--- config.mk ---
export PLATFORM = sky130hd
export DESIGN_NAME = memory_stage_flat
export DESIGN_NICKNAME = d
export VERILOG_FILES = /design/src/rtl/pipe_pkg.sv /design/src/rtl/memory_stage_if.sv /design/src/rtl/memory_stage_mem_wb.sv /design/src/rtl/memory_stage.sv /design/src/flat_wrapper.sv
export SDC_FILE = /design/constraint.sdc
export NUM_CORES = 1
export LEC_CHECK = 0
export CORE_MARGIN = 2
export CORE_UTILIZATION = 28
export CTS_CLUSTER_SIZE = 30
export DETAILED_ROUTE_END_ITERATION = 16
export GPL_ROUTABILITY_DRIVEN = 0
export PLACE_DENSITY = 0.77
export SYNTH_ARGS = -nofsm -noshare
export SYNTH_HDL_FRONTEND = slang
export SYNTH_SLANG_ARGS = --single-unit
export TNS_END_PERCENT = 1
--- constraint.sdc ---
create_clock -name clk -period 2.4 [get_ports clk]
set_input_delay 0.48 -clock clk [delete_from_list [all_inputs] [get_ports clk]]
set_output_delay 0.48 -clock clk [all_outputs]
set_load 0.03 [all_outputs]
--- src/rtl/pipe_pkg.sv ---
`default_nettype none
// ============================================================================
// Module      : pipe_pkg (package)
// Description : Shared pipeline definitions. Holds the default datapath and
//               data-memory address widths, the register-index width, the
//               memory-stage FSM state type and a small alignment helper.
// Revision    : 1.0 - initial release
// ============================================================================
package pipe_pkg;

    localparam int PIPE_DATA_W = 32;
    localparam int PIPE_ADDR_W = 32;
    localparam int REG_IDX_W   = 5;

    // Memory-stage access FSM: IDLE issues requests, WAIT_R waits for load data.
    typedef enum logic [0:0] {
        IDLE   = 1'b0,
        WAIT_R = 1'b1
    } mem_state_t;

    // Word accesses only: any set bit in the byte offset is a misaligned access.
    function automatic logic is_misaligned(input logic [1:0] byte_off);
        return (byte_off != 2'b00);
    endfunction

endpackage : pipe_pkg
`default_nettype wire

--- src/rtl/memory_stage_if.sv ---
`default_nettype none
// ============================================================================
// Module      : memory_stage_if (interface)
// Description : Data-memory request/response bundle between the memory stage
//               and the data memory.
//               master : memory stage (drives dmem_req/we/addr/wdata)
//               slave  : data memory  (drives dmem_gnt/rvalid/rdata)
// Parameters  : DATA_W - data width, ADDR_W - address width
// Revision    : 1.0 - initial release
// ============================================================================
interface memory_stage_if
    import pipe_pkg::*;
#(
    parameter int DATA_W = PIPE_DATA_W,
    parameter int ADDR_W = PIPE_ADDR_W
) ();

    logic              dmem_req;
    logic              dmem_we;
    logic [ADDR_W-1:0] dmem_addr;
    logic [DATA_W-1:0] dmem_wdata;
    logic              dmem_gnt;
    logic              dmem_rvalid;
    logic [DATA_W-1:0] dmem_rdata;

    modport master (
        output dmem_req,
        output dmem_we,
        output dmem_addr,
        output dmem_wdata,
        input  dmem_gnt,
        input  dmem_rvalid,
        input  dmem_rdata
    );

    modport slave (
        input  dmem_req,
        input  dmem_we,
        input  dmem_addr,
        input  dmem_wdata,
        output dmem_gnt,
        output dmem_rvalid,
        output dmem_rdata
    );

endinterface : memory_stage_if
`default_nettype wire

--- src/rtl/memory_stage_mem_wb.sv ---
`default_nettype none
// ============================================================================
// Module      : regMemorytoWriteback
// Description : MEM/WB pipeline register. On a bubble the control bits are
//               cleared and the data fields hold; otherwise all fields load.
//               Read data loads only when a load response is accepted.
// Ports       : clk, rst (async, active-high)
//               i_bubble   - insert bubble this edge
//               i_rd_load  - capture i_rdata into readdata
//               i_regwrite/i_memtoreg/i_aluout/i_writereg/i_rdata - inputs
//               o_*        - registered MEM/WB contents
// Revision    : 1.0 - initial release
// ============================================================================
module regMemorytoWriteback
    import pipe_pkg::*;
#(
    parameter int DATA_W = PIPE_DATA_W
) (
    input  wire logic                 clk,
    input  wire logic                 rst,
    input  wire logic                 i_bubble,
    input  wire logic                 i_rd_load,
    input  wire logic                 i_regwrite,
    input  wire logic                 i_memtoreg,
    input  wire logic [DATA_W-1:0]    i_aluout,
    input  wire logic [REG_IDX_W-1:0] i_writereg,
    input  wire logic [DATA_W-1:0]    i_rdata,
    output logic                      o_regwrite,
    output logic                      o_memtoreg,
    output logic [DATA_W-1:0]         o_readdata,
    output logic [DATA_W-1:0]         o_aluout,
    output logic [REG_IDX_W-1:0]      o_writereg
);

    logic                 r_regwrite;
    logic                 r_memtoreg;
    logic [DATA_W-1:0]    r_readdata;
    logic [DATA_W-1:0]    r_aluout;
    logic [REG_IDX_W-1:0] r_writereg;

    always_ff @(posedge clk or posedge rst) begin
        if (rst) begin
            r_regwrite <= 1'b0;
            r_memtoreg <= 1'b0;
            r_aluout   <= '0;
            r_writereg <= '0;
        end else if (i_bubble) begin
            r_regwrite <= 1'b0;
            r_memtoreg <= 1'b0;
        end else begin
            r_regwrite <= i_regwrite;
            r_memtoreg <= i_memtoreg;
            r_aluout   <= i_aluout;
            r_writereg <= i_writereg;
        end
    end

    // Read data is independent of the bubble path: it only changes when a
    // load response is accepted, otherwise the last load value is kept.
    always_ff @(posedge clk or posedge rst) begin
        if (rst) begin
            r_readdata <= '0;
        end else if (i_rd_load) begin
            r_readdata <= i_rdata;
        end
    end

    assign o_regwrite = r_regwrite;
    assign o_memtoreg = r_memtoreg;
    assign o_readdata = r_readdata;
    assign o_aluout   = r_aluout;
    assign o_writereg = r_writereg;

endmodule : regMemorytoWriteback
`default_nettype wire

--- src/rtl/memory_stage.sv ---
`default_nettype none
// ============================================================================
// Module      : memory_stage
// Description : Pipeline memory stage. Issues data-memory requests for loads
//               and stores, stalls the pipeline until the access completes,
//               and feeds the MEM/WB register (regMemorytoWriteback).
// Ports       : clk, reset (async, active-high)
//               regwriteM/memtoregM/memwriteM, aluoutM, writedataM, writeregM
//                          - EX/MEM register contents
//               dmem       - data-memory bundle (memory_stage_if.master)
//               stallM     - access not yet complete; hold EX/MEM and earlier
//               regwriteW/memtoregW/readdataW/aluoutW/writeregW - MEM/WB
//               resultW    - write-back / forwarding value
//               misalignW  - (MEMSTAGE_ALIGN_CHECK_EN only) misaligned access
// Config      : MEMSTAGE_ALIGN_CHECK_EN - drop misaligned accesses as bubbles
//               and flag them on misalignW for one cycle.
// Revision    : 1.0 - initial release
// ============================================================================
module memory_stage
    import pipe_pkg::*;
#(
    parameter int DATA_W = PIPE_DATA_W,
    parameter int ADDR_W = PIPE_ADDR_W
) (
    input  wire logic                 clk,
    input  wire logic                 reset,
    input  wire logic                 regwriteM,
    input  wire logic                 memtoregM,
    input  wire logic                 memwriteM,
    input  wire logic [DATA_W-1:0]    aluoutM,
    input  wire logic [DATA_W-1:0]    writedataM,
    input  wire logic [REG_IDX_W-1:0] writeregM,
    memory_stage_if.master            dmem,
    output logic                      stallM,
    output logic                      regwriteW,
    output logic                      memtoregW,
    output logic [DATA_W-1:0]         readdataW,
    output logic [DATA_W-1:0]         aluoutW,
    output logic [REG_IDX_W-1:0]      writeregW,
    output logic [DATA_W-1:0]         resultW
`ifdef MEMSTAGE_ALIGN_CHECK_EN
    ,
    output logic                      misalignW
`endif
);

    mem_state_t r_state;
    mem_state_t w_next_state;

    logic w_access;
    logic w_misalign;
    logic w_issue;
    logic w_rd_load;
    logic w_bubble;

    // ------------------------------------------------------------------
    // Request qualification
    // ------------------------------------------------------------------
    assign w_access = memwriteM | memtoregM;

`ifdef MEMSTAGE_ALIGN_CHECK_EN
    assign w_misalign = w_access & is_misaligned(aluoutM[1:0]);
`else
    assign w_misalign = 1'b0;
`endif

    assign w_issue = w_access & ~w_misalign;

    // ------------------------------------------------------------------
    // FSM state register
    // ------------------------------------------------------------------
    always_ff @(posedge clk or posedge reset) begin
        if (reset) begin
            r_state <= IDLE;
        end else begin
            r_state <= w_next_state;
        end
    end

    // ------------------------------------------------------------------
    // FSM next state and request / stall outputs
    // ------------------------------------------------------------------
    always_comb begin
        w_next_state    = r_state;
        dmem.dmem_req   = 1'b0;
        dmem.dmem_we    = memwriteM;
        dmem.dmem_addr  = aluoutM[ADDR_W-1:0];
        dmem.dmem_wdata = writedataM;
        stallM          = 1'b0;
        w_rd_load       = 1'b0;

        case (r_state)
            IDLE: begin
                // rvalid is not looked at here, so stray responses are ignored.
                dmem.dmem_req = w_issue;
                if (w_issue) begin
                    if (!dmem.dmem_gnt) begin
                        // Hold the request; EX/MEM is frozen so fields stay stable.
                        stallM = 1'b1;
                    end else if (memtoregM) begin
                        // Granted load: data arrives later, keep stalling.
                        stallM       = 1'b1;
                        w_next_state = WAIT_R;
                    end
                end
            end

            WAIT_R: begin
                // gnt is not looked at here.
                stallM = ~dmem.dmem_rvalid;
                if (dmem.dmem_rvalid) begin
                    w_rd_load    = 1'b1;
                    w_next_state = IDLE;
                end
            end

            default: begin
                w_next_state = IDLE;
            end
        endcase
    end

    // A misaligned access never stalls but must not write back.
    assign w_bubble = stallM | w_misalign;

    // ------------------------------------------------------------------
    // MEM/WB register
    // ------------------------------------------------------------------
    regMemorytoWriteback #(
        .DATA_W (DATA_W)
    ) u_mem_wb (
        .clk        (clk),
        .rst        (reset),
        .i_bubble   (w_bubble),
        .i_rd_load  (w_rd_load),
        .i_regwrite (regwriteM),
        .i_memtoreg (memtoregM),
        .i_aluout   (aluoutM),
        .i_writereg (writeregM),
        .i_rdata    (dmem.dmem_rdata),
        .o_regwrite (regwriteW),
        .o_memtoreg (memtoregW),
        .o_readdata (readdataW),
        .o_aluout   (aluoutW),
        .o_writereg (writeregW)
    );

    assign resultW = memtoregW ? readdataW : aluoutW;

`ifdef MEMSTAGE_ALIGN_CHECK_EN
    logic r_misalignW;

    // Single-cycle flag aligned with the bubble entering MEM/WB.
    always_ff @(posedge clk or posedge reset) begin
        if (reset) begin
            r_misalignW <= 1'b0;
        end else begin
            r_misalignW <= w_misalign & (r_state == IDLE);
        end
    end

    assign misalignW = r_misalignW;
`endif

endmodule : memory_stage
`default_nettype wire

--- src/flat_wrapper.sv ---
// flat-port wrapper written by rule: the top's interface ports become plain ports
module memory_stage_flat import pipe_pkg::*;
#(
    parameter int DATA_W = PIPE_DATA_W,
    parameter int ADDR_W = PIPE_ADDR_W
)
  (clk, reset, regwriteM, memtoregM, memwriteM, aluoutM, writedataM, writeregM, stallM, regwriteW, memtoregW, readdataW, aluoutW, writeregW, resultW, dmem_dmem_req, dmem_dmem_we, dmem_dmem_addr, dmem_dmem_wdata, dmem_dmem_gnt, dmem_dmem_rvalid, dmem_dmem_rdata);
  memory_stage_if #(.DATA_W(DATA_W), .ADDR_W(ADDR_W)) dmem_i ();
  input  wire logic clk;
  input  wire logic reset;
  input  wire logic regwriteM;
  input  wire logic memtoregM;
  input  wire logic memwriteM;
  input  wire logic [DATA_W-1:0] aluoutM;
  input  wire logic [DATA_W-1:0] writedataM;
  input  wire logic [REG_IDX_W-1:0] writeregM;
  output logic stallM;
  output logic regwriteW;
  output logic memtoregW;
  output logic [DATA_W-1:0] readdataW;
  output logic [DATA_W-1:0] aluoutW;
  output logic [REG_IDX_W-1:0] writeregW;
  output logic [DATA_W-1:0] resultW;
  output wire logic [$bits(dmem_i.dmem_req)-1:0] dmem_dmem_req;
  output wire logic [$bits(dmem_i.dmem_we)-1:0] dmem_dmem_we;
  output wire logic [$bits(dmem_i.dmem_addr)-1:0] dmem_dmem_addr;
  output wire logic [$bits(dmem_i.dmem_wdata)-1:0] dmem_dmem_wdata;
  input wire logic [$bits(dmem_i.dmem_gnt)-1:0] dmem_dmem_gnt;
  input wire logic [$bits(dmem_i.dmem_rvalid)-1:0] dmem_dmem_rvalid;
  input wire logic [$bits(dmem_i.dmem_rdata)-1:0] dmem_dmem_rdata;
  assign dmem_dmem_req = dmem_i.dmem_req;
  assign dmem_dmem_we = dmem_i.dmem_we;
  assign dmem_dmem_addr = dmem_i.dmem_addr;
  assign dmem_dmem_wdata = dmem_i.dmem_wdata;
  assign dmem_i.dmem_gnt = dmem_dmem_gnt;
  assign dmem_i.dmem_rvalid = dmem_dmem_rvalid;
  assign dmem_i.dmem_rdata = dmem_dmem_rdata;
  memory_stage #(.DATA_W(DATA_W), .ADDR_W(ADDR_W)) u_core (.clk(clk), .reset(reset), .regwriteM(regwriteM), .memtoregM(memtoregM), .memwriteM(memwriteM), .aluoutM(aluoutM), .writedataM(writedataM), .writeregM(writeregM), .dmem(dmem_i), .stallM(stallM), .regwriteW(regwriteW), .memtoregW(memtoregW), .readdataW(readdataW), .aluoutW(aluoutW), .writeregW(writeregW), .resultW(resultW));
endmodule
==> parameters.txt <==
Parameter                              Value

Yosys
  Sequential share of the synthesized area ... 50.2%
  Number of different library cells in the post-synthesis netlist ... 16
  Dominant combinational cell family by area after synthesis ... multiplexers
  Mean area per synthesized cell ... 13.8 um2
  Count of yosys warnings during synthesis ... 0
  Syn_nets ... 367
  Fraction of synthesized cell area in xor and xnor cells ... 0%
  Simple-gate area share of the yosys netlist ... 1.01%
  Compound-cell area share of the yosys netlist ... 0.244%
  Number of flip-flops and latches in the synthesized netlist ... 72
  Multiplexer fraction of the synthesized cell area ... 33.0%
  Cell count after synthesis ... 259
  Synthesized area ... 3590 um2
  Fraction of the mapped netlist area in adder cells ... 0%

Clock network
  TritonCTS clock tree ... done
  Clock-pin slew of the registers on the worst-case setup and hold paths ... 50 ps
  Hold Buf Count CTS ... 0
  Maximum count of clock buffers along a single path ... 2
  Clock network latency to the later pin of the worst-skew pair ... 330 ps
  Number of sinks on the clock net ... 72
  Root Buffer ... clkbuf_16
  Maximum level of the CTS H-tree ... 3
  Post-cts sizing count ... 13
  Number of buffers created by CTS ... 9
  Setup bufs post-CTS ... 0

STA
  Worst-margin pin slew ... 479 ps
  Post-route fraction of the period consumed by the critical path ... 97.2%
  Number of pins exceeding their max-slew limit in the final report ... 0
  Final setup vio count ... 0
  Remaining max-slew budget at the tightest pin ... 68.0%
  Setup clock skew after layout ... 5.56 ps
  Setup repair after global routing missed its margin ... no
  Shortest period the worst path allows ... 2330 ps
  Highest attainable clock frequency ... 429 MHz
  Final hold violation count ... 0
  Final worst-path setup slack ... 66.6 ps
  Post-route setup TNS ... 0 ps

GRT
  Initial antenna violation count ... 0
  Met1 capacity usage during global routing ... 14.6%
  Met3 Use GR ... 5.10%
  First-pass GRT wire length ... 14500 um
  Most used routing layer in global routing ... met2
  Largest net degree at the start of global routing ... 37
  Via count of the first global-routing pass ... 2718
  Met2 track demand over resource in global routing ... 26.1%
  Remaining global-route overflow ... 0
  Combined global-route utilization of all metal layers ... 14.2%

Power and ir drop
  Int Pwr ... 3.28 mW
  P_sw ... 1.91 mW
  Power per standard cell area ... 908 nW/um2
  Peak VDD IR ... 0.462 mV
  Logic pwr share ... 44.7%
  Share of power burned in the clock network ... 23.2%
  Flop pwr share ... 32.2%
  Switching share of power ... 36.8%
  Leakage power ... 2.40 nW

Floorplan
  Area of the core ... 12600 um2
  IO Pins ... 278
  Horizontal die dimension ... 117 um
  Die Ht ... 117 um
  Full die area ... 13700 um2
  Number of rows created at floorplan ... 41
  Initial Utilization ... 28.5%

Routing
  Via count of the routed design ... 2510
  Total routed wirelength ... 9930 um
  First-pass iteration count of the detailed router ... 3
  Drc violations ... 0
  Wire length per cell after detailed routing ... 16.8 um
  DRC marker count from the first detailed-route iteration ... 47
  Detail Route Antenna Nets ... 0
  Post-detailed-route via-to-cell ratio ... 4.24

Setup path
  CP Launch Type ... flip-flop
  Required time worst endpoint ... 1920 ps
  Critical path capture point type ... primary output
  Worst Setup Path Type ... reg2out
  Data arrival at the endpoint of the critical path ... 1850 ps
  Critical path peak fanout ... 19

Final layout
  Final-stage net count ... 523
  Relative area change from synthesis to final layout ... 59.6%
  Share of final-layout standard cells stronger than drive strength 1 ... 29.8%
  Final standard cell area without fillers ... 5720 um2
  Most frequent standard cell in the layout excluding fill and tap cells ... clkdlybuf4s50_1
  Highest-count cells in the layout ignoring fill and taps ... clkdlybuf4s50_1, mux2_2, dfrtp_1
  # diodes ... 0

Place
  Quantity of I/O buffers inserted on ports ... 213
  Minimum setup slack after placement ... 96.0 ps
  Placed instance area ... 5460 um2
  Final HPWL from detailed placement ... 7580 um

Job
  Max-Cap Viols ... 0

Worst hold path
  Class of the most critical hold timing path ... reg2reg

Run status
  Status ... finished clean
worst paths after layout:
kind / endpoint / startpoint / slack, ps / cells past startpoint
worst max-delay path: resultW[12] / u_core.u_mem_wb.o_memtoreg$_DFF_PP0_ / 70 / 3
worst min-delay path: u_core.u_mem_wb.o_writereg[4]$_DFFE_PP0N_ / u_core.u_mem_wb.o_writereg[4]$_DFFE_PP0N_ / 510 / 1
worst max register to register: u_core.u_mem_wb.o_aluout[6]$_DFFE_PP0N_ / u_core.r_state$_DFF_PP0_ / 880 / 3
worst min register to register: u_core.u_mem_wb.o_writereg[4]$_DFFE_PP0N_ / u_core.u_mem_wb.o_writereg[4]$_DFFE_PP0N_ / 510 / 1
max in group asynchronous: u_core.u_mem_wb.o_writereg[4]$_DFFE_PP0N_ / reset / 1470 / 3
min in group asynchronous: u_core.u_mem_wb.o_readdata[12]$_DFFE_PP0P_ / reset / 580 / 3
routing by layer:
metal	wire length, um	vias up
met3	747	18
met5	0	-
met2	5430	120
met4	176	0
met1	3570	1243
li1	-	1129
through the flow:
stage,cells,util (%),power (mW),hold slack [ps]
final,592,45.5,5.20,515
after floorplan,259,-,3.11,522
after detailed placement,576,43.5,4.08,507
after CTS,592,45.5,5.29,520
after global routing,592,45.5,5.44,530
after global placement,576,43.5,4.03,489
cell families (layout without fill, tap and decap cells):
group | Yosys count | count (layout)
mux | 102 | 102
simple gates | 7 | 7
compound gates | 1 | 1
buf+inv | 77 | 238
flops | 72 | 72
cell type report:
| class | count | area (um2) |
|---|---|---|
| repair buffers | 221 | 2210 |
| clock inverters | 4 | 20.0 |
| well taps | 172 | 215 |
| fillers | 1161 | 6840 |
| inverters | 1 | 3.75 |
| flip-flops and latches | 72 | 1800 |
| clock buffers | 12 | 246 |
| multi-input cells | 110 | 1230 |
Yosys cell counts:
cell type	n	share of area, %
mux2_2	88	28
dfrtp_1	72	50
buf_4	66	14
mux2_4	10	4.2
buf_2	8	1.1
mux2_1	3	0.94
nor2_1	2	0.21
nor2b_1	2	0.35
and3_1	1	0.17
buf_6	1	0.31
clkbuf_1	1	0.10
inv_1	1	0.10
mux2i_1	1	0.28
nand2_1	1	0.10
nand2_2	1	0.17
o31a_1	1	0.24
worst max-delay path: stages, from the launching register on:
cell and delay [ps]:
dfrtp_1 380, buf_12 190, mux2_2 350, clkdlybuf4s50_1 600
state kept, by name, indices dropped and copies added, names as in the netlist:
signal and count:
u_core.u_mem_wb.o_regwrite 1, u_core.u_mem_wb.o_writereg 5, u_core.u_mem_wb.o_aluout 32, u_core.r_state 1
u_core.u_mem_wb.o_readdata 32, u_core.u_mem_wb.o_memtoreg 1
power by group through the flow:
stage                     clock [mW]  combinational [mW]  sequential, mW
final                           1.20                2.32            1.67
after global routing            1.31                2.43            1.71
after CTS                       1.26                2.35            1.68
after detailed placement           0                2.38            1.70
after global placement             0                2.35            1.68
after floorplan                    0               0.945            2.17
Power figures use the tool's default switching activity.
